===== config.mk =====
export PLATFORM = sky130hd
export DESIGN_NAME = chan_mux
export DESIGN_NICKNAME = d
export VERILOG_FILES = /design/src/rtl/chan_mux_pkg.sv /design/src/rtl/chan_mux_rr_arbiter.sv /design/src/rtl/chan_mux.sv
export SDC_FILE = /design/constraint.sdc
export NUM_CORES = 1
export LEC_CHECK = 0
export BUFFER_PORTS_ARGS = -buffer_cell sky130_fd_sc_hd__buf_2
export CORE_UTILIZATION = 42
export CTS_CLUSTER_DIAMETER = 150
export DETAILED_ROUTE_END_ITERATION = 8
export GPL_ROUTABILITY_DRIVEN = 0
export PLACE_DENSITY = 0.77
export SLEW_MARGIN = 20
export SYNTH_ARGS = -nofsm -noshare
export SYNTH_HDL_FRONTEND = slang
export SYNTH_SLANG_ARGS = --single-unit

===== constraint.sdc =====
create_clock -name clk -period 2.08 [get_ports clk]
set_input_delay 0.312 -clock clk [delete_from_list [all_inputs] [get_ports clk]]
set_output_delay 0.312 -clock clk [all_outputs]
set_load 0.05 [all_outputs]

===== src/rtl/chan_mux_pkg.sv =====
// Shared constants and helpers for the channel multiplexer.
package chan_mux_pkg;

  localparam logic MODE_SEL = 1'b0;  // forward the channel named by sel
  localparam logic MODE_RR  = 1'b1;  // rotate fairly over valid channels

  // Width of a channel id; never narrower than one bit.
  function automatic int sel_width(input int n);
    return (n <= 2) ? 1 : $clog2(n);
  endfunction

endpackage


===== src/rtl/chan_mux_rr_arbiter.sv =====
// Combinational round-robin arbiter: first requester after ptr, wrapping,
// with ptr itself examined last.
module rr_arbiter #(
  parameter int CHANNELS = 4,
  parameter int SEL_W    = 2
) (
  input  logic [CHANNELS-1:0] req,
  input  logic [SEL_W-1:0]    ptr,
  output logic                grant_valid,
  output logic [SEL_W-1:0]    grant_idx
);

  localparam int NPOW = 1 << SEL_W;

  // Zero-extended so any SEL_W-wide index is in range.
  logic [NPOW-1:0] req_ext;
  assign req_ext = NPOW'(req);

  // Scan the ring from the farthest candidate to the nearest; the nearest
  // valid one is written last and therefore wins.
  always_comb begin
    logic [SEL_W-1:0] cand;
    cand        = '0;
    grant_valid = 1'b0;
    grant_idx   = '0;
    for (int k = CHANNELS; k >= 1; k--) begin
      cand = SEL_W'((int'(ptr) + k) % CHANNELS);
      if (req_ext[cand]) begin
        grant_valid = 1'b1;
        grant_idx   = cand;
      end
    end
  end

endmodule


===== src/rtl/chan_mux.sv =====
// N-to-1 channel multiplexer with a one-word output register, explicit or
// round-robin selection, and valid/ready handshakes on every port.
module chan_mux
  import chan_mux_pkg::*;
#(
  parameter  int WIDTH    = 4,
  parameter  int CHANNELS = 4,
  localparam int SEL_W    = sel_width(CHANNELS)
) (
  input  logic                      clk,
  input  logic                      rst,
  input  logic                      mode,
  input  logic [SEL_W-1:0]          sel,
  input  logic [CHANNELS*WIDTH-1:0] in_data,
  input  logic [CHANNELS-1:0]       in_valid,
  output logic [CHANNELS-1:0]       in_ready,
  output logic [WIDTH-1:0]          out_data,
  output logic [SEL_W-1:0]          out_chan,
  output logic                      out_valid,
  input  logic                      out_ready
);

  localparam int NPOW = 1 << SEL_W;

  logic [CHANNELS-1:0][WIDTH-1:0] lanes;
  logic [NPOW-1:0]                vld_ext;
  logic [SEL_W-1:0]               ptr;
  logic                           rr_gv;
  logic [SEL_W-1:0]               rr_idx;
  logic                           gnt_vld;
  logic [SEL_W-1:0]               gnt_idx;
  logic                           loadable;
  logic                           xfer;
  logic [WIDTH-1:0]               gnt_data;

  assign lanes   = in_data;
  // Padding bits are zero, so a sel beyond the last channel never grants.
  assign vld_ext = NPOW'(in_valid);

  rr_arbiter #(.CHANNELS(CHANNELS), .SEL_W(SEL_W)) u_rr (
    .req         (in_valid),
    .ptr         (ptr),
    .grant_valid (rr_gv),
    .grant_idx   (rr_idx)
  );

  // Pick the grant for this cycle and whether the output register can take it.
  always_comb begin
    gnt_vld  = 1'b0;
    gnt_idx  = '0;
    loadable = !out_valid || out_ready;
    if (mode == MODE_RR) begin
      gnt_vld = rr_gv;
      gnt_idx = rr_idx;
    end else begin
      gnt_vld = vld_ext[sel];
      gnt_idx = sel;
    end
  end

  assign xfer = !rst && loadable && gnt_vld;

  // One-hot ready to the granted source, plus the matching data word.
  always_comb begin
    in_ready = '0;
    gnt_data = '0;
    for (int i = 0; i < CHANNELS; i++) begin
      if (gnt_idx == SEL_W'(i)) begin
        in_ready[i] = xfer;
        gnt_data    = lanes[i];
      end
    end
  end

  // Output register: load on transfer, drop valid when drained with no new word.
  always_ff @(posedge clk) begin
    if (rst) begin
      out_valid <= 1'b0;
      out_data  <= '0;
      out_chan  <= '0;
    end else if (xfer) begin
      out_valid <= 1'b1;
      out_data  <= gnt_data;
      out_chan  <= gnt_idx;
    end else if (out_ready) begin
      out_valid <= 1'b0;
    end
  end

  // Round-robin pointer follows every accepted channel; reset points at the
  // last channel so channel 0 is searched first.
  always_ff @(posedge clk) begin
    if (rst)       ptr <= SEL_W'(CHANNELS - 1);
    else if (xfer) ptr <= gnt_idx;
  end

endmodule

### Word level (Yosys, flattened, before mapping)

Index checks and enable logic that the tools add are counted.

| operators by class | value |
|---|---|
| $add $sub $neg | 4 |
| $lt $le $gt $ge | 5 |
| equality and inequality tests | 3 |
| mux-type cells | 30 |
| reduce and logical (&&, ||, !) cells | 7 |

Operators by type and width:

| cell | count |
|---|---|
| 2-to-1 mux 1 bit | 16 |
| 2-to-1 mux 4 bit | 4 |
| less-than comparator 2 x 3 -> 1 bit (second input constant) | 5 |
| binary-select mux 1 bit (select 2 bit) | 5 |
| 2-to-1 mux 2 bit | 5 |
| adder 2 x 1 -> 2 bit (second input constant) | 2 |
| adder 2 bit (second input constant) | 2 |
| equality test 2 bit (second input constant) | 2 |
| equality test 2 x 1 -> 1 bit (second input constant) | 1 |
| logical AND 1 bit | 2 |
| zero test 1 bit | 2 |
| zero test 2 bit | 1 |
| nonzero test 2 bit | 1 |
| logical OR 1 bit | 1 |

| word-level totals | value |
|---|---|
| flip-flop bits (word level) | 9 |
| input bits | 26 |
| output and inout bits | 11 |
| logic and storage cells | 53 |

### Longest topological paths before layout

Gate-level depths: netlist (run 1).

| logic depth | value |
|---|---|
| depth in word-level cells | 13 |
| mapped depth | 6 |
| depth with buffers taken out | 5 |

### By module

Synthesis (run 1) repeated with hierarchy kept, for this count alone.

| unflattened totals | value |
|---|---|
| cells, all modules | 59 |
| area, all modules | 620.6 µm² |

By module, submodules not included:

| module | times used | cells each | area an instance (µm²) | sequential area each (µm²) |
|---|---|---|---|---|
| chan_mux | 1 | 45 | 529.3 | 180.2 |
| rr_arbiter | 1 | 14 | 91.3 | 0.0 |

### Least setup slack after synthesis (run 1)

No wires, ideal clock.

| timing path | value |
|---|---|
| path kind | reg2out |
| from | reg out_valid |
| to | out in_ready[0] |
| arrival | 1.858 ns |
| data required time | 1.768 ns |
| path slack | -0.090 ns |
| cell stages (with the launch flop) | 6 |
| buffers on the path | 0 |
| path through | dfxtp_1 nand2b_1 nor2b_1 and4_1 nand2b_1 nor2b_1 |

| on the way | value |
|---|---|
| word-level cells in the longest chain between the ends | 5 |

Ends and longest elaborated chain:

| what | line | source |
|---|---|---|
| start, declared | chan_mux.sv:19 | `output logic out_valid,` |
| start signal, assigned | chan_mux.sv:78 | `out_valid <= 1'b0;` |
| start signal, assigned | chan_mux.sv:82 | `out_valid <= 1'b1;` |
| start signal, assigned | chan_mux.sv:86 | `out_valid <= 1'b0;` |
| zero test 1 bit | chan_mux.sv:51 | `loadable = !out_valid \|\| out_ready;` |
| logical OR 1 bit | chan_mux.sv:51 |  |
| logical AND 1 bit (2 in a row) | chan_mux.sv:61 | `assign xfer = !rst && loadable && gnt_vld;` |
| 2-to-1 mux 1 bit | chan_mux.sv:68 | `if (gnt_idx == SEL_W'(i)) begin` |
| end, declared | chan_mux.sv:16 | `output logic [CHANNELS-1:0] in_ready,` |

Every way passes these cells.

### Worst setup path in the final report (run 1)

| timing path | value |
|---|---|
| from | reg ptr[1] |
| to | out in_ready[3] |

| on the way | value |
|---|---|
| word-level cells in the longest chain between the ends | 10 |
| elaborated cells on any way between the ends | 25 |
| classes of those cells | add/sub: 4; eq/ne: 1; mux: 19; reduce/logical: 1 |

Ends and longest elaborated chain:

| what | line | source |
|---|---|---|
| start, declared | chan_mux.sv:27 | `logic [SEL_W-1:0] ptr;` |
| start signal, assigned | chan_mux.sv:93 | `if (rst) ptr <= SEL_W'(CHANNELS - 1);` |
| start signal, assigned | chan_mux.sv:94 | `else if (xfer) ptr <= gnt_idx;` |
| adder 2 x 1 -> 2 bit | chan_mux_rr_arbiter.sv:27 | `cand = SEL_W'((int'(ptr) + k) % CHANNELS);` |
| binary-select mux 1 bit (select 2 bit) | chan_mux_rr_arbiter.sv:28 | `if (req_ext[cand]) begin` |
| 2-to-1 mux 1 bit (implied by the code) | chan_mux_rr_arbiter.sv:28 |  |
| 2-to-1 mux 2 bit or 2-to-1 mux 1 bit (tied branches) (4 in a row) | chan_mux_rr_arbiter.sv:28 |  |
| 2-to-1 mux 2 bit or 2-to-1 mux 1 bit (tied branches) | chan_mux.sv:52 | `if (mode == MODE_RR) begin` |
| equality test 2 bit or logical AND 1 bit (tied branches) | chan_mux.sv:68, chan_mux.sv:61 |  |
| 2-to-1 mux 1 bit (*) | chan_mux.sv:68 |  |

Every way passes the cells marked *; elsewhere a longest branch is shown, timed or not. The select of a mux whose other input is x is not followed.

==> results of run 1 <==
metrics by stage:
stage / std cells / util (%)
finish: 130 / 67.0
global route: 130 / 67.0
CTS: 130 / 66.5
detailed placement: 125 / 63.2
global placement: 125 / 63.2
floorplan: 74 / -
timing repair:
item | CTS | global route
endpoints found under the setup margin | 3 | 3
hold buffers | 0 | 0
resized for setup | 4 | 3
pin swaps | 1 | 1
buffers inserted | 1 | 0
cell usage after synthesis:
cell type	n	share of area, %
nand2_1	12	7.1
dfxtp_1	9	28
mux2i_1	8	13
a21oi_1	6	4.7
nor2b_1	5	4.9
nand3b_1	4	4.7
nor2_1	4	2.4
nand2b_1	3	2.9
o221ai_1	3	4.1
inv_1	2	1.2
nand2b_4	2	4.3
o211ai_1	2	2.4
a21boi_0	1	1.2
a311oi_1	1	1.4
a311oi_4	1	4.1
a32o_2	1	1.8
and3_1	1	0.98
and4_1	1	1.4
buf_1	1	0.59
buf_4	1	1.2
nand4_1	1	0.98
nor4_1	1	0.98
o21ai_0	1	0.79
o221a_2	1	1.8
o221ai_2	1	2.4
o22ai_1	1	0.98
worst reg2reg max path, delay by kind of cell, from the launching register on:
family | cells | cell delay [ns]
AO/OA/AOI/OAI | 3 | 0.68
flip-flops | 1 | 0.35
AND/OR/NAND/NOR | 2 | 0.29
buffers and inverters | 2 | 0.28
cells by family after synthesis:
logic type / Yosys count
compound gates: 19
flops: 9
buf+inv: 4
mux: 8
simple gates: 34
cell type report:
| type | instances | area [um2] |
|---|---|---|
| inverter | 2 | 7.51 |
| clock buffer | 4 | 26.3 |
| sequential | 9 | 183 |
| multi-input combinational | 61 | 452 |
| tap | 15 | 18.8 |
| fill | 121 | 445 |
| timing repair buffer | 39 | 218 |
registers in the layout, summed over array words and instances (netlist names):
name and count:
out_data 4, out_chan 2, ptr 2, out_valid 1
layer usage:
layer,GRT usage (%),vias to the layer above
met2,32.0,23
met4,2.50,0
met5,0,-
li1,-,357
met3,5.43,0
met1,27.5,290
report_power, final:
part           total (uW)  switching (uW)  internal [uW]
combinational         268             167            101
clock                 126            52.5           73.4
sequential            211            15.6            196
how the worst max path moves through the flow:
stage                startpoint           to  slack, ns  depth (start not counted)
floorplan                ptr[1]  in_ready[0]       0.11                          4
finish                   ptr[1]  in_ready[3]        0.1                          6
detailed placement  in_valid[3]  in_ready[2]       0.15                          6
global placement           mode  in_ready[3]       0.17                          7
global route          out_valid  in_ready[1]      0.005                          6
CTS                      ptr[1]  in_ready[3]      0.006                          6
==> impl_metrics.tcl, run 1 <==
set metrics [dict create \
    most_frequent_standard_cell_in_the_layout_excluding_fill_and_tap_cells "buf_2" \
    required_ns 1.77 \
    max_clock_freq_mhz 504 \
    setup_viol 0 \
    clock_tree.root_cell "clkbuf_4" \
    finalMaxSlewViolations 0 \
    die-area_um2 1680 \
    syn_area_per_cell_um2 8.61 \
    timing.critical_path.slowest_cell_delay_ns 0.35 \
    synth_simple_gate_area_share_pct 30.6 \
    floorplan.initialDensity_pct 47.2 \
    synthesized_area_fraction_occupied_by_ao_oa_aoi_and_oai_cells_pct 25.5 \
    path_common_cell "buf_4" \
    synth_xor_xnor_area_share_pct 0 \
    cts_buffers 3 \
    critPathKind "reg -> out" \
    drt.antenna.violating_nets 0 \
    power_leakage_uw 0.000442 \
    place_worst_setup_slack_ns 0.152 \
    mappedNetlistArea_um2 637 \
    crit_arrival_ns 1.67 \
    routedWlPerCell_um 11.8 \
    clock_period_minus_worst_slack_ns 1.98 \
    first_iter_violations 11 \
    crit_path_cells "nand2b_4 > o221a_2 > a311oi_4 > buf_4 > nor2_2 > buf_4" \
    antenna_found_initial 0 \
    top_layer "met3" \
    routed_via_density 5.15 \
    route.detailed.drc 0 \
    wl_met3_um 86 \
    globalRouteTotalUtil_pct 20.1 \
    synth_seq_area_share_pct 28.3 \
    grt_pass1_vias 564 \
    max-cap-violations 0 \
    io_pins 37 \
    finalWirelength_mm 1.53 \
    layout_common_cells "33 x buf_2, 12 x nand2_1, 8 x mux2i_1" \
    reg_to_reg_slack_setup_ns 0.35 \
    clock_latency_reported_for_the_late_side_of_the_worst_skew_pair_ns 0.25 \
    area_delta_synth_final_pct 42.0 \
    critical_path.endpoint_type "output port" \
    slowest_stage "dfxtp_2" \
    tritoncts_num_sinks 9 \
    post_dp_cell_area_um2 853 \
    synthMuxAreaShare_pct 12.6 \
    core.rowCount 13 \
    critical_path.n_buffers_inverters 2 \
    hold_depth 3 \
    reg2reg_depth 7 \
    timing_worst_slew_pin_value_ns 0.367 \
    finish.instance_area_um2 905 \
    met1_length_um 747 \
    synth_fp_nets 100 \
    finalHoldViolations 0 \
    synth_top_family_by_area "simple AND/OR/NAND/NOR gates" \
    dpl.hpwl_mm 1.27 \
    slew-limit-headroom_pct 75.4 \
    cts-root-to-sink-buffers 2 \
    grt.overflow.total 0 \
    clock_skew_ns 0.00823 \
    status "finished, final reports clean" \
    grt_max_degree 11 \
    antenna-diode-count 0 \
    hold_ws_ns 0.333 \
    worstReg2RegStart "ptr[1]" \
    power_density_nw_per_um2 669 \
    final_layout_size_suffix_gt1_share_pct 47.0 \
    tritoncts "done" \
    die_h_um 40.9 \
    yosysUniqueCellTypes 26 \
    synthesis.yosys.warnings 0 \
    worst_path_dominant_cell_family "compound AO/OA/AOI/OAI gates" \
    grt_setup_unrepaired "false" \
    io_buffer_count 36 \
    hold_end "out_valid" \
    worst_hold_path_type "in -> reg" \
    hold_path.startpoint "out_ready" \
    die_width_um 40.9 \
    final.period_utilization_pct 95.4 \
    final.setup.tns_ns 0 \
    routed-wl-met2_um 696 \
    ir_worst_vdd_uv 449 \
    core_footprint_um2 1350 \
    netlist_instances 74 \
    setup.worst_path.start_class "flip-flop" \
    synth_fa_ha_area_share_pct 0 \
    reg2reg_to "out_data[2]" \
    grt_first_pass_wirelength_mm 2.29 \
    dr_total_vias 670 \
    dr.pass1.iters 4 \
    clk_pin_slew_worst_paths_ns 0.06 \
    final_critical_path_setup_slack_ns 0.0966 \
    htreeDepth 1 \
    final_net_count 142 \
    ys_seq_elements 9 \
    worst-path-max-fanout 6 \
    power_uw 605 \
]
(Power assumes the default switching activity.)
==> run 2, diff against run 1 <==
- PLACE_DENSITY: 0.77 -> not set
- PLACE_DENSITY_LB_ADDON: not set -> 0.2
- RECOVER_POWER: not set -> 100
==> run 2 against run 1 <==
Global-route usage increased by 0.65 points. Final cell count unchanged. Final area decreased by 1.1%. Clock power about the same. Via count increased by 5.2%. Maximum frequency decreased by 1.4%. Clock skew decreased by 0.0053 ns. Critical path depth unchanged. Power decreased by 0.42%. Worst setup slack got worse by 0.029 ns. Worst hold slack got worse by 0.0063 ns. Critical endpoint unchanged. Highest routed layer unchanged.
==> impl_metrics.tcl, run 2 (synthesized netlist as in run 1, its figures left out) <==
set metrics [dict create \
    grt_max_degree 11 \
    route.detailed.drc 0 \
    cts-root-to-sink-buffers 2 \
    routed_via_density 5.42 \
    slew-limit-headroom_pct 60.5 \
    tritoncts "done" \
    die-area_um2 1680 \
    htreeDepth 1 \
    max-cap-violations 0 \
    max_clock_freq_mhz 497 \
    timing_worst_slew_pin_value_ns 0.595 \
    clock_period_minus_worst_slack_ns 2.01 \
    worst_hold_path_type "in -> reg" \
    clk_pin_slew_worst_paths_ns 0.06 \
    worstReg2RegStart "ptr[1]" \
    core_footprint_um2 1350 \
    final.setup.tns_ns 0 \
    clock_skew_ns 0.00294 \
    dr_total_vias 705 \
    drt.antenna.violating_nets 0 \
    finalMaxSlewViolations 0 \
    ir_worst_vdd_uv 365 \
    reg2reg_to "out_data[3]" \
    layout_common_cells "25 x buf_2, 12 x nand2_1, 8 x mux2i_1, 8 x clkbuf_1, 7 x dfxtp_1" \
    cts_buffers 3 \
    filler_cell_count 128 \
    top_regs "out_data (4), out_chan (2), ptr (2)" \
    grt_first_pass_wirelength_mm 2.35 \
    reg2reg_depth 7 \
    setup.worst_path.start_class "flip-flop" \
    setup_viol 0 \
    io_buffer_count 36 \
    grt_setup_unrepaired "false" \
    tritoncts_num_sinks 9 \
    hold_depth 2 \
    globalRouteTotalUtil_pct 20.7 \
    power_density_nw_per_um2 674 \
    max_flop_register "out_data" \
    antenna-diode-count 0 \
    final_net_count 142 \
    crit_arrival_ns 1.70 \
    required_ns 1.77 \
    grt.overflow.total 0 \
    routedWlPerCell_um 11.9 \
    final_layout_size_suffix_gt1_share_pct 41.7 \
    finalHoldViolations 0 \
    final.period_utilization_pct 96.8 \
    clock_latency_reported_for_the_late_side_of_the_worst_skew_pair_ns 0.25 \
    worst-path-max-fanout 6 \
    grt_pass1_vias 576 \
    die_h_um 40.9 \
    antenna_found_initial 0 \
    area_delta_synth_final_pct 40.5 \
    hold_ws_ns 0.327 \
    clock_tree.root_cell "clkbuf_4" \
    critical_path.endpoint_type "output port" \
    first_iter_violations 15 \
    dr.pass1.iters 4 \
    finalWirelength_mm 1.55 \
    hold_end "out_valid" \
    power_leakage_uw 0.000407 \
    hold_path.startpoint "rst" \
    critPathKind "reg -> out" \
    floorplan.initialDensity_pct 47.2 \
    status "finished, final reports clean" \
    io_pins 37 \
    reg_to_reg_slack_setup_ns 0.20 \
    largest_register_ffs 4 \
    die_width_um 40.9 \
    most_frequent_standard_cell_in_the_layout_excluding_fill_and_tap_cells "buf_2" \
    core.rowCount 13 \
    dpl.hpwl_mm 1.26 \
]
[run 2: report_power, final]
group	switching, uW	leakage [uW]	internal [uW]
Clock	54.7	0.0000150	73.5
Sequential	15.9	0.0000739	196
Combinational	167	0.000318	95.8
[run 2: what timing repair did]
action / CTS / global route
setup buffers: 1 / 0
pin swaps: 1 / 2
endpoints found under the setup margin: 3 / 4
gates resized for setup: 4 / 5
hold buffers: 0 / 0
hold endpoints to repair: 0 / 0
[run 2: worst max-delay path by stage]
stage                      startpoint           to  cells past startpoint
after global routing           ptr[1]  in_ready[3]                      6
after detailed placement  in_valid[3]  in_ready[0]                      6
after floorplan                ptr[1]  in_ready[0]                      4
after global placement    in_valid[3]  in_ready[2]                      6
final                          ptr[1]  in_ready[3]                      6
after CTS                      ptr[1]  in_ready[3]                      6
[run 2: critical path: stages, from the launching register on]
cell and delay [ns]:
dfxtp_2 0.35, nand2b_4 0.14, o221a_2 0.29, a311oi_4 0.28, buf_4 0.18, nor2_2 0.04
buf_4 0.18
[run 2: area by class of cell]
cell class | instances | area (um2) | area share, %
well taps | 15 | 18.8 | 2.10
clock buffers | 4 | 26.3 | 2.94
multi-input cells | 61 | 450 | 50.3
flip-flops and latches | 9 | 183 | 20.4
inverters | 2 | 7.51 | 0.839
repair buffers | 39 | 209 | 23.4
[run 2: routing by layer]
metal	GRT usage, %	share of wire, %
met5	0	0
met4	5.00	0
met3	1.63	5.8
met2	34.8	47
met1	28.4	47
[run 2: metrics by stage]
stage / util (%) / area, um2 / instances / worst slack, ns / total power, uW
3_3_place_gp: 63.2 / 853 / 125 / 0.172 / 470
4_1_cts: 66.5 / 898 / 130 / 0.0131 / 612
6_report: 66.3 / 895 / 130 / 0.0676 / 603
3_5_place_dp: 63.2 / 853 / 125 / 0.140 / 476
5_1_grt: 66.3 / 895 / 130 / 0.00176 / 639
2_1_floorplan: - / 644 / 74 / 0.113 / 398
